File: src/rtl/gb_mem_pkg.sv
// Shared memory-map constants, DMA state type and the echo-RAM source mapping
// used by the OAM DMA arbiter and its sequencer.
package gb_mem_pkg;

   typedef enum logic [1:0] {
      IDLE  = 2'd0,
      SETUP = 2'd1,
      XFER  = 2'd2
   } dma_state_t;

   localparam logic [15:0] DMA_REG_ADDR = 16'hFF46;
   localparam logic [15:0] OAM_BASE     = 16'hFE00;
   localparam logic [15:0] IO_BASE      = 16'hFF00;
   localparam logic [15:0] HRAM_END     = 16'hFFFE;
   localparam logic [7:0]  ECHO_BASE    = 8'hE0;
   localparam logic [7:0]  ECHO_OFFSET  = 8'h20;
   localparam logic [7:0]  SRC_HI_RST   = 8'hFF;

   // Pages E0..FF alias work RAM C0..DF
   function automatic logic [7:0] map_src(input logic [7:0] hi);
      return (hi >= ECHO_BASE) ? (hi - ECHO_OFFSET) : hi;
   endfunction

endpackage

File: src/rtl/oam_dma_sequencer.sv
// OAM DMA FSM: CYC_PER_BYTE-clock setup, then one byte per slot (read on phase 0,
// OAM write on phase 1); a start pulse restarts from byte 0. Never stalls.
module oam_dma_sequencer
   import gb_mem_pkg::*;
#(
   parameter int  OAM_BYTES    = 160,
   parameter int  CYC_PER_BYTE = 4,
   localparam int PH_W         = $clog2(CYC_PER_BYTE)
) (
   input  logic            i_clk,
   input  logic            i_rst_n,
   input  logic            i_start,
   input  logic [7:0]      i_src_hi,
   input  logic [7:0]      i_mem_rdata,
   output logic            o_xfer,
   output logic [PH_W-1:0] o_phase,
   output logic            o_dma_active,
   output logic            o_dma_rd,
   output logic [15:0]     o_dma_addr,
   output logic            o_oam_we,
   output logic [7:0]      o_oam_addr,
   output logic [7:0]      o_oam_wdata
);

   localparam logic [PH_W-1:0] PH_LAST   = PH_W'(CYC_PER_BYTE - 1);
   localparam logic [7:0]      BYTE_LAST = 8'(OAM_BYTES - 1);

   dma_state_t      r_state;
   logic [7:0]      r_byte;
   logic [PH_W-1:0] r_phase;
   logic            r_dma_active;
   logic            w_we;

   always_ff @(posedge i_clk) begin
      if (!i_rst_n) begin
         r_state      <= IDLE;
         r_byte       <= '0;
         r_phase      <= '0;
         r_dma_active <= 1'b0;
      end else if (i_start) begin
         r_state      <= SETUP;
         r_byte       <= '0;
         r_phase      <= '0;
         r_dma_active <= 1'b1;
      end else begin
         unique case (r_state)
            SETUP: begin
               if (r_phase == PH_LAST) begin
                  r_state <= XFER;
                  r_phase <= '0;
               end else begin
                  r_phase <= r_phase + 1'b1;
               end
            end
            XFER: begin
               if (r_phase == PH_LAST) begin
                  r_phase <= '0;
                  if (r_byte == BYTE_LAST) begin
                     r_state      <= IDLE;
                     r_byte       <= '0;
                     r_dma_active <= 1'b0;
                  end else begin
                     r_byte <= r_byte + 8'd1;
                  end
               end else begin
                  r_phase <= r_phase + 1'b1;
               end
            end
            default: ;
         endcase
      end
   end

   // Strobes are gated by reset so an abort takes effect in the reset clock itself
   assign o_xfer       = (r_state == XFER);
   assign o_phase      = r_phase;
   assign o_dma_active = r_dma_active;
   assign o_dma_rd     = o_xfer && (r_phase == '0) && i_rst_n;
   assign o_dma_addr   = {map_src(i_src_hi), r_byte};
   assign w_we         = o_xfer && (r_phase == PH_W'(1)) && i_rst_n;
   assign o_oam_we     = w_we;
   assign o_oam_addr   = r_byte;
   assign o_oam_wdata  = w_we ? i_mem_rdata : 8'h00;

endmodule

File: src/rtl/oam_dma_arbiter.sv
// Owns the FF46 register and muxes the memory bus between CPU and OAM DMA;
// CPU strobes mirror combinationally when idle and are filtered during XFER.
module oam_dma_arbiter
   import gb_mem_pkg::*;
#(
   parameter int OAM_BYTES    = 160,
   parameter int CYC_PER_BYTE = 4
) (
   input  logic        i_clk,
   input  logic        i_rst_n,
   input  logic [15:0] i_cpu_addr,
   input  logic        i_cpu_rd,
   input  logic        i_cpu_wr,
   input  logic [7:0]  i_cpu_wdata,
   output logic [7:0]  o_cpu_rdata,
   output logic [15:0] o_mem_addr,
   output logic        o_mem_rd,
   output logic        o_mem_wr,
   output logic [7:0]  o_mem_wdata,
   input  logic [7:0]  i_mem_rdata,
   output logic [7:0]  o_oam_addr,
   output logic        o_oam_we,
   output logic [7:0]  o_oam_wdata,
   output logic        o_dma_active
);

   localparam int PH_W = $clog2(CYC_PER_BYTE);

   logic [7:0]      r_src_hi;
   logic            r_rd_reg;
   logic            r_rd_blk;
   logic            w_reg_hit;
   logic            w_io_hit;
   logic            w_start;
   logic            w_xfer;
   logic            w_dma_owns;
   logic            w_cpu_pass;
   logic [PH_W-1:0] w_phase;
   logic            w_dma_rd;
   logic [15:0]     w_dma_addr;

   assign w_reg_hit = (i_cpu_addr == DMA_REG_ADDR);
   assign w_io_hit  = (i_cpu_addr >= IO_BASE) && (i_cpu_addr <= HRAM_END) && !w_reg_hit;
   assign w_start   = i_cpu_wr && w_reg_hit;
   // IO/HRAM sits on its own decoder port, so it may share the bus after the DMA slot's read/write phases
   assign w_cpu_pass = !w_xfer || (w_io_hit && (int'(w_phase) >= 2));
   assign w_dma_owns = w_xfer && i_rst_n && !w_cpu_pass;

   oam_dma_sequencer #(
      .OAM_BYTES    (OAM_BYTES),
      .CYC_PER_BYTE (CYC_PER_BYTE)
   ) u_seq (
      .i_clk        (i_clk),
      .i_rst_n      (i_rst_n),
      .i_start      (w_start),
      .i_src_hi     (r_src_hi),
      .i_mem_rdata  (i_mem_rdata),
      .o_xfer       (w_xfer),
      .o_phase      (w_phase),
      .o_dma_active (o_dma_active),
      .o_dma_rd     (w_dma_rd),
      .o_dma_addr   (w_dma_addr),
      .o_oam_we     (o_oam_we),
      .o_oam_addr   (o_oam_addr),
      .o_oam_wdata  (o_oam_wdata)
   );

   always_ff @(posedge i_clk) begin
      if (!i_rst_n) begin
         r_src_hi <= SRC_HI_RST;
         r_rd_reg <= 1'b0;
         r_rd_blk <= 1'b0;
      end else begin
         if (w_start) r_src_hi <= i_cpu_wdata;
         r_rd_reg <= i_cpu_rd && w_reg_hit;
         r_rd_blk <= i_cpu_rd && w_xfer && !w_reg_hit && !w_cpu_pass;
      end
   end

   always_comb begin
      o_mem_addr  = i_cpu_addr;
      o_mem_wdata = i_cpu_wdata;
      o_mem_rd    = i_cpu_rd && !w_reg_hit && i_rst_n;
      o_mem_wr    = i_cpu_wr && !w_reg_hit && i_rst_n;
      if (w_dma_owns) begin
         o_mem_addr = w_dma_addr;
         o_mem_rd   = w_dma_rd;
         o_mem_wr   = 1'b0;
      end
   end

   always_comb begin
      o_cpu_rdata = i_mem_rdata;
      if (i_rst_n && r_rd_reg)      o_cpu_rdata = r_src_hi;
      else if (i_rst_n && r_rd_blk) o_cpu_rdata = 8'hFF;
   end

endmodule
File: config.mk
export PLATFORM = sky130hd
export DESIGN_NAME = oam_dma_arbiter
export DESIGN_NICKNAME = d
export VERILOG_FILES = /design/src/rtl/gb_mem_pkg.sv /design/src/rtl/oam_dma_sequencer.sv /design/src/rtl/oam_dma_arbiter.sv
export SDC_FILE = /design/constraint.sdc
export NUM_CORES = 1
export LEC_CHECK = 0
export ABC_AREA = 1
export CAP_MARGIN = 20
export CORE_MARGIN = 10
export CORE_UTILIZATION = 35
export DETAILED_ROUTE_END_ITERATION = 16
export PLACE_DENSITY = 0.75
export SLEW_MARGIN = 20
export SYNTH_ARGS = -nofsm -noshare
export SYNTH_HDL_FRONTEND = slang
export SYNTH_SLANG_ARGS = --single-unit
File: constraint.sdc
create_clock -name i_clk -period 1.93 [get_ports i_clk]
set_input_delay 0.193 -clock i_clk [delete_from_list [all_inputs] [get_ports i_clk]]
set_output_delay 0.193 -clock i_clk [all_outputs]
set_load 0.03 [all_outputs]
==> results of run 1 <==
-- worst register-to-register path, cell delays in order (launching register included) --
cell and delay [ns]:
sky130_fd_sc_hd__dfxtp_2 0.42, sky130_fd_sc_hd__ha_1 0.26, sky130_fd_sc_hd__nand2_2 0.10, sky130_fd_sc_hd__inv_2 0.08
sky130_fd_sc_hd__nand2_1 0.08, sky130_fd_sc_hd__nor2_2 0.14, sky130_fd_sc_hd__nand2_1 0.09, sky130_fd_sc_hd__nand3_1 0.20
sky130_fd_sc_hd__nor3_1 0.07
-- metrics by stage --
step                      cell area (sq um)  hold WS (ns)  setup TNS, ns   util
after floorplan                        1700         0.321              0      -
after global placement                 2590         0.463       -0.00699  0.548
after detailed placement               2590         0.465        -0.0554  0.548
after CTS                              2660         0.478              0  0.563
after global routing                   2810         0.502        -0.0261  0.595
final                                  2810         0.473              0  0.595
-- path summary, 6_finish.rpt --
| check | start | to | slack [ns] | depth (start not counted) |
|---|---|---|---|---|
| hold reg to reg | u_seq.o_dma_active | u_seq.o_dma_active | 0.47 | 2 |
| setup reg to reg | u_seq.o_phase[1] | u_seq.o_oam_addr[3] | 0.38 | 8 |
| setup / recovery | u_seq.o_phase[0] | o_mem_addr[0] | 0.06 | 9 |
| hold / removal | u_seq.o_dma_active | u_seq.o_dma_active | 0.47 | 2 |
-- cell usage in the layout (no fill, tap or decap), types with 2 or more instances in the layout --
master,instances
sky130_fd_sc_hd__a21oi_1,8
sky130_fd_sc_hd__nand2_1,50
sky130_fd_sc_hd__a22oi_1,8
sky130_fd_sc_hd__xor2_1,2
sky130_fd_sc_hd__inv_1,33
sky130_fd_sc_hd__nor2_4,2
sky130_fd_sc_hd__inv_2,5
sky130_fd_sc_hd__dlymetal6s2s_1,16
sky130_fd_sc_hd__nor2_1,22
sky130_fd_sc_hd__o21ai_2,13
sky130_fd_sc_hd__buf_6,8
sky130_fd_sc_hd__o21ai_1,3
sky130_fd_sc_hd__o211ai_1,8
sky130_fd_sc_hd__dfxtp_1,21
sky130_fd_sc_hd__nor3_1,5
sky130_fd_sc_hd__clkdlybuf4s50_1,36
sky130_fd_sc_hd__o21ai_0,2
sky130_fd_sc_hd__nor2_2,10
sky130_fd_sc_hd__nand2_2,17
sky130_fd_sc_hd__ha_1,7
sky130_fd_sc_hd__nand3_1,7
sky130_fd_sc_hd__buf_4,36
sky130_fd_sc_hd__clkbuf_8,3
sky130_fd_sc_hd__buf_12,4
-- layer usage --
layer	vias to the layer above	track usage	share of wire
met3	4	0.0258	0.039
li1	962	-	-
met5	-	0	0
met4	0	0.0418	0.012
met1	799	0.149	0.45
met2	44	0.223	0.50
-- logic make-up (layout without fill, tap and decap cells) --
group,after synthesis,count (layout),synth area share
buf+inv,54,145,0.160
flops,23,23,0.271
mux,1,1,0.00589
simple gates,116,116,0.310
compound gates,44,44,0.184
fa+ha+maj,8,8,0.0589
xor+xnor,2,2,0.0103
-- area by class of cell --
cell class | instances | area, sq um
clock inverters | 1 | 5.00
well taps | 67 | 83.8
multi-input cells | 171 | 1030
fillers | 435 | 1910
repair buffers | 101 | 1030
clock buffers | 3 | 41.3
inverters | 40 | 158
flip-flops and latches | 23 | 465
-- report_power, final --
group / internal [mW] / switching (mW)
Combinational: 0.226 / 0.264
Clock: 0.144 / 0.161
Sequential: 0.481 / 0.00753
Total: 0.851 / 0.433
-- timing repair --
action / CTS / global route
gates cloned: 0 / 1
pin swaps: 0 / 10
endpoints found under the hold margin: 0 / 0
gates resized for setup: 8 / 41
setup buffers: 0 / 1
setup endpoints to repair: 11 / 22
==> results.cfg, run 1 <==
[status]
status = completed

[route]
drc = 0
vias_per_cell = 4.46
routed_wire_length_per_instance_microns = 13.6
antenna_left = 0
route.final.wire_length_microns = 5540
routed-via-count = 1809
drtPass1Iterations = 4
dr.first_iter.drc_count = 67

[yosys]
ys_async_sr_fraction = 0
mappedNetlistNets = 292
ys_warn_count = 0
top_area_cells_in_the_synthesized_netlist = sky130_fd_sc_hd__dfxtp_1, sky130_fd_sc_hd__nand2_1, sky130_fd_sc_hd__inv_1
syn-instance-count = 248
most_frequently_used_cell_type_in_the_post_synthesis_netlist = sky130_fd_sc_hd__nand2_1
synth.ff_latch_count = 23
ys_seq_area_frac = 0.271
synth_top_area_cell = sky130_fd_sc_hd__dfxtp_1
top_ff_cell_synth = sky130_fd_sc_hd__dfxtp_1
post_synth_num_cell_types = 28
synth.top_cells.by_count = sky130_fd_sc_hd__nand2_1, sky130_fd_sc_hd__inv_1, sky130_fd_sc_hd__nor2_1
syn-mean-instance-area_sq_um = 6.86
synth-edff-count = 0
synthesized_area_sq_um = 1700
synthDominantCellAreaShare = 0.271

[die]
fp.coreArea_sq_um = 4720
pin_count = 88
floorplan.die_area_sq_um = 8050
die-height_microns = 89.7
die_width_microns = 89.7
floorplan.rows = 25
initial_utilization = 0.360

[power_and_ir_drop]
power.static_leakage_nw = 1.44
cellPowerDensity_nw_per_um2 = 457
max_ir_drop_vdd_v = 0.000222
fin_total_pwr_mw = 1.28

[critical_path]
cp.arrival_ns = 1.68
worst-setup-path-type = flip-flop to output pin
path_max_fanout = 8
worstPathBufferInverterCount = 3
cpMaxStageDelayCell = sky130_fd_sc_hd__dfxtp_4
critical_path.endpoint_type = output pin
cp_cell_sequence = inv_4 > ha_4 > nor2_4 > a21oi_2 > nand2_2 > nand2_8 > clkbuf_16 > o21ai_4 > buf_6
cpLargestDelayFamily = flip-flops
setup.worst_path.start_class = flip-flop
cp_slowest_stage_delay_ns = 0.39
worstPathRequired_ns = 1.74

[timing]
fin_crit_sh = 0.971
max_slew.worst_pin.slew_ns = 0.568
hold_viol_final = 0
slew_violations = 0
final.setup.worst_slack_ns = 0.0551
finalCriticalPeriod_ns = 1.87
clock_skew_ns = 0.00175
setup_violations = 0
slew_headroom = 0.619
fmax_mhz = 533

[clock_network]
number_of_hold_repair_buffers_added_at_the_cts_stage = 0
clock_insertion_delay_worst_skew_ns = 0.26
numClockSinks = 23
path_clk_slew_ns = 0.09
cts.root.buffer_cell = sky130_fd_sc_hd__clkbuf_8
cts_tree = yes
clockBufferDepth = 2
number_of_h_tree_levels = 1
num_cts_buffers = 3

[final_layout]
drive_gt1_frac = 0.322
area_growth_syn_to_layout_pct = 65.2
finish.cell_count_without_fillers = 406
final_nets = 384
number_of_diodes_added_for_antenna_fixing = 0

[place]
globalplace.congestion = 0.801
dp_cells = 400
place.detailed.hpwl_microns = 4500
pre_cts_ws_ns = -0.0239
place.port_buffers = 87

[grt]
grt.total_usage = 0.127
grt-ovfl-total = 0
grt_max_degree = 17
grt_pass1_vias = 1728
grt_first_pass_wirelength_microns = 8670
initial_antenna_violation_count = 0

[flow_run]
max_cap_viol_count = 0

[hold_path]
worst_hold_class = flip-flop to flip-flop
No activity file was read; power rests on OpenSTA's default activity.
==> inputs of run 2 (changes only) <==
--- a/config.mk
+++ b/config.mk
@@ -7,7 +7,7 @@
 export LEC_CHECK = 0
 export ABC_AREA = 1
 export CAP_MARGIN = 20
-export CORE_MARGIN = 10
+export CORE_MARGIN = 2
 export CORE_UTILIZATION = 35
 export DETAILED_ROUTE_END_ITERATION = 16
 export PLACE_DENSITY = 0.75
==> run 2 against run 1 <==
Wire length fell by 4.6%; global-route usage rose by 4.7 points; hold slack got worse by 0.031 ns; register-to-register slack got worse by 0.19 ns; power rose by 1.5%; largest power group unchanged; first-iteration DRC count rose by 16%; clock-buffer cell count did not move; core utilization rose by 1.7 points; sequential share of layout area fell by 0.27 points; setup slack improved by 0.011 ns; clock skew rose by 0.0017 ns.
==> results.cfg, run 2 (synthesis results as in run 1) <==
[timing]
slew_violations = 0
grt_setup_unrepaired = yes
slew_headroom = 0.563
finalCriticalPeriod_ns = 1.86
setup_violations = 0
fmax_mhz = 537
final.setup.worst_slack_ns = 0.0664
clock_skew_ns = 0.00347
hold_viol_final = 0
max_slew.worst_pin.slew_ns = 0.650
fin_crit_sh = 0.966
setup-tns-final_ns = 0

[grt]
grt.total_usage = 0.174
grt_pass1_vias = 1630
initial_antenna_violation_count = 0
grt_first_pass_wirelength_microns = 7420
grt-ovfl-total = 0
grt_max_degree = 17

[route]
routed_wire_length_per_instance_microns = 13.2
dr.first_iter.drc_count = 78
antenna_left = 0
route.final.wire_length_microns = 5280
met2_wire_length_microns = 2540
routed-via-count = 1888
drc = 0
drtPass1Iterations = 4
routed.top_layer = met4
wl_met3_microns = 462
route.layer.met1.wl_microns = 2250
vias_per_cell = 4.72

[clock_network]
num_cts_buffers = 3
number_of_hold_repair_buffers_added_at_the_cts_stage = 0
numClockSinks = 23
cts_tree = yes
clock_insertion_delay_worst_skew_ns = 0.27
clockBufferDepth = 2
cts.root.buffer_cell = sky130_fd_sc_hd__clkbuf_8
path_clk_slew_ns = 0.08
number_of_h_tree_levels = 1

[power_and_ir_drop]
cellPowerDensity_nw_per_um2 = 454
max_ir_drop_vdd_v = 0.000315
power.static_leakage_nw = 1.48

[flow_run]
max_cap_viol_count = 0

[final_layout]
final_nets = 391
area_growth_syn_to_layout_pct = 68.8
number_of_diodes_added_for_antenna_fixing = 0
drive_gt1_frac = 0.341
most-common-layout-cells = sky130_fd_sc_hd__nand2_1, sky130_fd_sc_hd__buf_4, sky130_fd_sc_hd__clkdlybuf4s50_1
fill_cells = 423
layout_commonest_cell = sky130_fd_sc_hd__nand2_1

[status]
status = completed

[place]
place.port_buffers = 87
place.detailed.hpwl_microns = 3990
globalplace.congestion = 0.904
pre_cts_ws_ns = 0.00593

[die]
pin_count = 88
floorplan.die_area_sq_um = 5430
initial_utilization = 0.362
fp.coreArea_sq_um = 4690
floorplan.rows = 25
die_width_microns = 73.7
die-height_microns = 73.7

[critical_path]
cp.arrival_ns = 1.67
setup.worst_path.start_class = flip-flop
path_max_fanout = 6
critical_path.endpoint_type = output pin
worstPathRequired_ns = 1.74
worst-setup-path-type = flip-flop to output pin

[hold_path]
worst_hold_class = primary input to flip-flop
-- run 2: cell count changes in the layout (fill, tap and decap cells not counted), sizes merged --
cell / previous run / this run
buf: 48 / 53
clkbuf: 4 / 5
nand2: 68 / 69
-- run 2: area by class of cell --
type / instances / area (sq um) / share of cell area
clock inverters: 1 / 5.00 / 0.00174
multi-input cells: 172 / 1040 / 0.364
repair buffers: 107 / 1090 / 0.378
well taps: 54 / 67.6 / 0.0235
inverters: 40 / 158 / 0.0549
clock buffers: 3 / 41.3 / 0.0144
flip-flops and latches: 23 / 468 / 0.163
-- run 2: through the flow --
step	power (mW)	utilization	cells	area [sq um]	hold WS (ns)
finish	1.30	0.612	400	2870	0.442
floorplan	0.746	-	248	1700	0.321
global route	1.36	0.612	400	2870	0.464
CTS	1.26	0.557	392	2610	0.482
global placement	0.944	0.545	388	2560	0.475
detailed placement	0.947	0.545	388	2560	0.461
-- run 2: path summary, 6_finish.rpt --
path,start,endpoint,slack [ns],cells after the start
setup / recovery,u_seq.o_phase[0],o_mem_addr[3],0.07,10
hold / removal,i_cpu_addr[4],r_rd_reg,0.44,6
setup reg to reg,u_seq.o_phase[0],u_seq.o_oam_addr[7],0.19,10
hold reg to reg,u_seq.o_dma_active,u_seq.o_dma_active,0.48,2
-- run 2: routing by layer --
| layer | vias up | GRT usage |
|---|---|---|
| li1 | 976 | - |
| met1 | 826 | 0.228 |
| met2 | 82 | 0.296 |
| met3 | 4 | 0.0357 |
| met4 | 0 | 0.0364 |
| met5 | - | 0 |
-- run 2: power breakdown --
part	switching, mW	leakage, nW	internal (mW)
logic	0.268	1.26	0.244
registers	0.00619	0.187	0.479
clock network	0.161	0.0255	0.144
-- run 2: timing repair --
item                       CTS  global route
setup buffers                0             5
pin swaps                    0            10
setup endpoints to repair   18            27
gates resized for setup      3            56
cloned                       0             3
-- run 2: worst max-delay path, cell delays in order (launching register included) --
cell                      delay, ns
sky130_fd_sc_hd__dfxtp_4       0.37
sky130_fd_sc_hd__inv_4         0.06
sky130_fd_sc_hd__ha_4          0.13
sky130_fd_sc_hd__nor2_4        0.04
sky130_fd_sc_hd__a21oi_2       0.12
sky130_fd_sc_hd__nand2_2       0.10
sky130_fd_sc_hd__nand2_4       0.17
sky130_fd_sc_hd__buf_12        0.15
sky130_fd_sc_hd__nand2_2       0.06
sky130_fd_sc_hd__o21ai_4       0.07
sky130_fd_sc_hd__buf_6         0.15
==> inputs of run 3 (changes only) <==
--- a/config.mk
+++ b/config.mk
@@ -15,3 +15,4 @@
 export SYNTH_ARGS = -nofsm -noshare
 export SYNTH_HDL_FRONTEND = slang
 export SYNTH_SLANG_ARGS = --single-unit
+export TNS_END_PERCENT = 5
==> run 3 against run 2 <==
Core utilization down 3.7 points; non-clock buffer count down 7; die area unchanged; setup slack worse by 0.024 ns; sequential power about the same; wire length down 6.1%; via count down 2.9%; final cell count down 2.0%.
==> results.cfg, run 3 (synthesis results as in run 1) <==
[critical_path]
worstPathBufferInverterCount = 3
cp.arrival_ns = 1.69
critical_path.endpoint_type = output pin
path_max_fanout = 11
cp_slowest_stage_delay_ns = 0.48
cpMaxStageDelayCell = sky130_fd_sc_hd__clkdlybuf4s50_1
rr_worst_depth = 8
worst-setup-path-type = primary input to output pin
crit_cells = 11
worstPathRequired_ns = 1.74
cp_common_cell = sky130_fd_sc_hd__nand2_1
cp_cell_sequence = clkdlybuf4s50_1 > nand2_1 > nor2_2 > nand2_1 > nor2_2 > nand2_2 > nand2_4 > buf_12 > nand2_1 > o21ai_2 > buf_4
cpLargestDelayFamily = buffers and inverters
setup.worst_path.start_class = primary input

[timing]
max_slew.worst_pin.slew_ns = 0.640
finalCriticalPeriod_ns = 1.89
slew_headroom = 0.571
final.setup.worst_slack_ns = 0.0426
fmax_mhz = 530
fin_worst_hold_slack_ns = 0.462
clock_skew_ns = 0.00279
hold_viol_final = 0
slew_violations = 0
fin_crit_sh = 0.978
grt_setup_unrepaired = yes
setup_violations = 0

[place]
place.detailed.hpwl_microns = 3990
place.port_buffers = 87
globalplace.congestion = 0.904
pre_cts_ws_ns = 0.00593

[power_and_ir_drop]
cellPowerDensity_nw_per_um2 = 468
power.static_leakage_nw = 1.36
fin_total_pwr_mw = 1.26
max_ir_drop_vdd_v = 0.000318

[clock_network]
path_clk_slew_ns = 0.08
number_of_hold_repair_buffers_added_at_the_cts_stage = 0
number_of_h_tree_levels = 1
cts_tree = yes
cts.repair_timing.setup_buffer_count = 0
num_cts_buffers = 3
numClockSinks = 23
cts.root.buffer_cell = sky130_fd_sc_hd__clkbuf_8
clock_insertion_delay_worst_skew_ns = 0.27
clockBufferDepth = 2

[final_layout]
drive_gt1_frac = 0.299
area_growth_syn_to_layout_pct = 58.7
layout_commonest_cell = sky130_fd_sc_hd__nand2_1
number_of_diodes_added_for_antenna_fixing = 0
layout.core_utilization = 0.575
fill_cells = 436
most-common-layout-cells = sky130_fd_sc_hd__nand2_1, sky130_fd_sc_hd__clkdlybuf4s50_1, sky130_fd_sc_hd__inv_1
final_nets = 383
multiInputGateArea_sq_um = 983
area.sequential_sq_um = 467

[route]
dr.first_iter.drc_count = 82
drtPass1Iterations = 4
vias_per_cell = 4.68
routed_wire_length_per_instance_microns = 12.7
route.final.wire_length_microns = 4960
drc = 0
antenna_left = 0
routed-via-count = 1834

[die]
initial_utilization = 0.362
pin_count = 88
floorplan.rows = 25
die-height_microns = 73.7
floorplan.die_area_sq_um = 5430
fp.coreArea_sq_um = 4690
die_width_microns = 73.7

[grt]
grt_max_degree = 17
initial_antenna_violation_count = 0
grt_first_pass_wirelength_microns = 7420
grt_pass1_vias = 1630
grt.total_usage = 0.174
grt-ovfl-total = 0

[flow_run]
max_cap_viol_count = 0

[hold_path]
worst_hold_class = primary input to flip-flop
worstHoldPathCells = 6

[status]
status = completed
## run 3: changes by cell type in the layout (fill, tap and decap cells not counted), sizes merged
cell | before | now
buf | 53 | 48
dlymetal6s2s | 16 | 10
clkbuf | 5 | 3
clkdlybuf4s50 | 36 | 42
nand2 | 69 | 68
## run 3: metrics by stage
step                TNS (ns)  instance area, sq um  std cells
CTS                        0                  2610        392
finish                     0                  2700        392
detailed placement         0                  2560        388
global route          -0.616                  2700        392
global placement           0                  2560        388
floorplan                  0                  1700        248
## run 3: repair_timing
action                                 4_1_cts  5_1_grt
endpoints found under the hold margin        0        0
resized for setup                            3       32
pin swaps                                    0        2
setup endpoints to repair                   18       27
## run 3: power breakdown
part,switching [mW],internal [mW],leakage [nW]
sequential,0.00619,0.481,0.188
clock,0.161,0.144,0.0255
combinational,0.252,0.218,1.15
total,0.419,0.843,1.36
## run 3: layer usage
metal  track usage  part of all wire  routed length (microns)  up-vias
met5             0                 0                        0        -
met4        0.0364            0.0067                       33        0
met3        0.0357             0.083                      413        4
met2         0.296              0.46                     2290       77
met1         0.228              0.45                     2230      795
li1              -                 -                        -      958
## run 3: final timing paths
path,startpoint,endpoint,slack (ns)
setup / recovery,i_cpu_addr[14],o_mem_addr[3],0.04
hold / removal,i_cpu_addr[5],r_rd_reg,0.46
setup reg to reg,u_seq.o_phase[1],u_seq.o_oam_addr[7],0.40
hold reg to reg,u_seq.o_dma_active,u_seq.o_dma_active,0.48
## run 3: final cells by class
cell class,instances,share of cell area
clock inverter,1,0.00185
multi-input combinational,171,0.364
inverter,40,0.0575
tap,54,0.0250
clock buffer,3,0.0153
sequential,23,0.173
timing repair buffer,100,0.363
## run 3: worst min-delay path: stages
cell and delay [ns]:
sky130_fd_sc_hd__dlymetal6s2s_1 0.13, sky130_fd_sc_hd__nor2_1 0.06, sky130_fd_sc_hd__nand2_1 0.10, sky130_fd_sc_hd__nor2_4 0.06, sky130_fd_sc_hd__nand2_1 0.10, sky130_fd_sc_hd__nor2_1 0.05
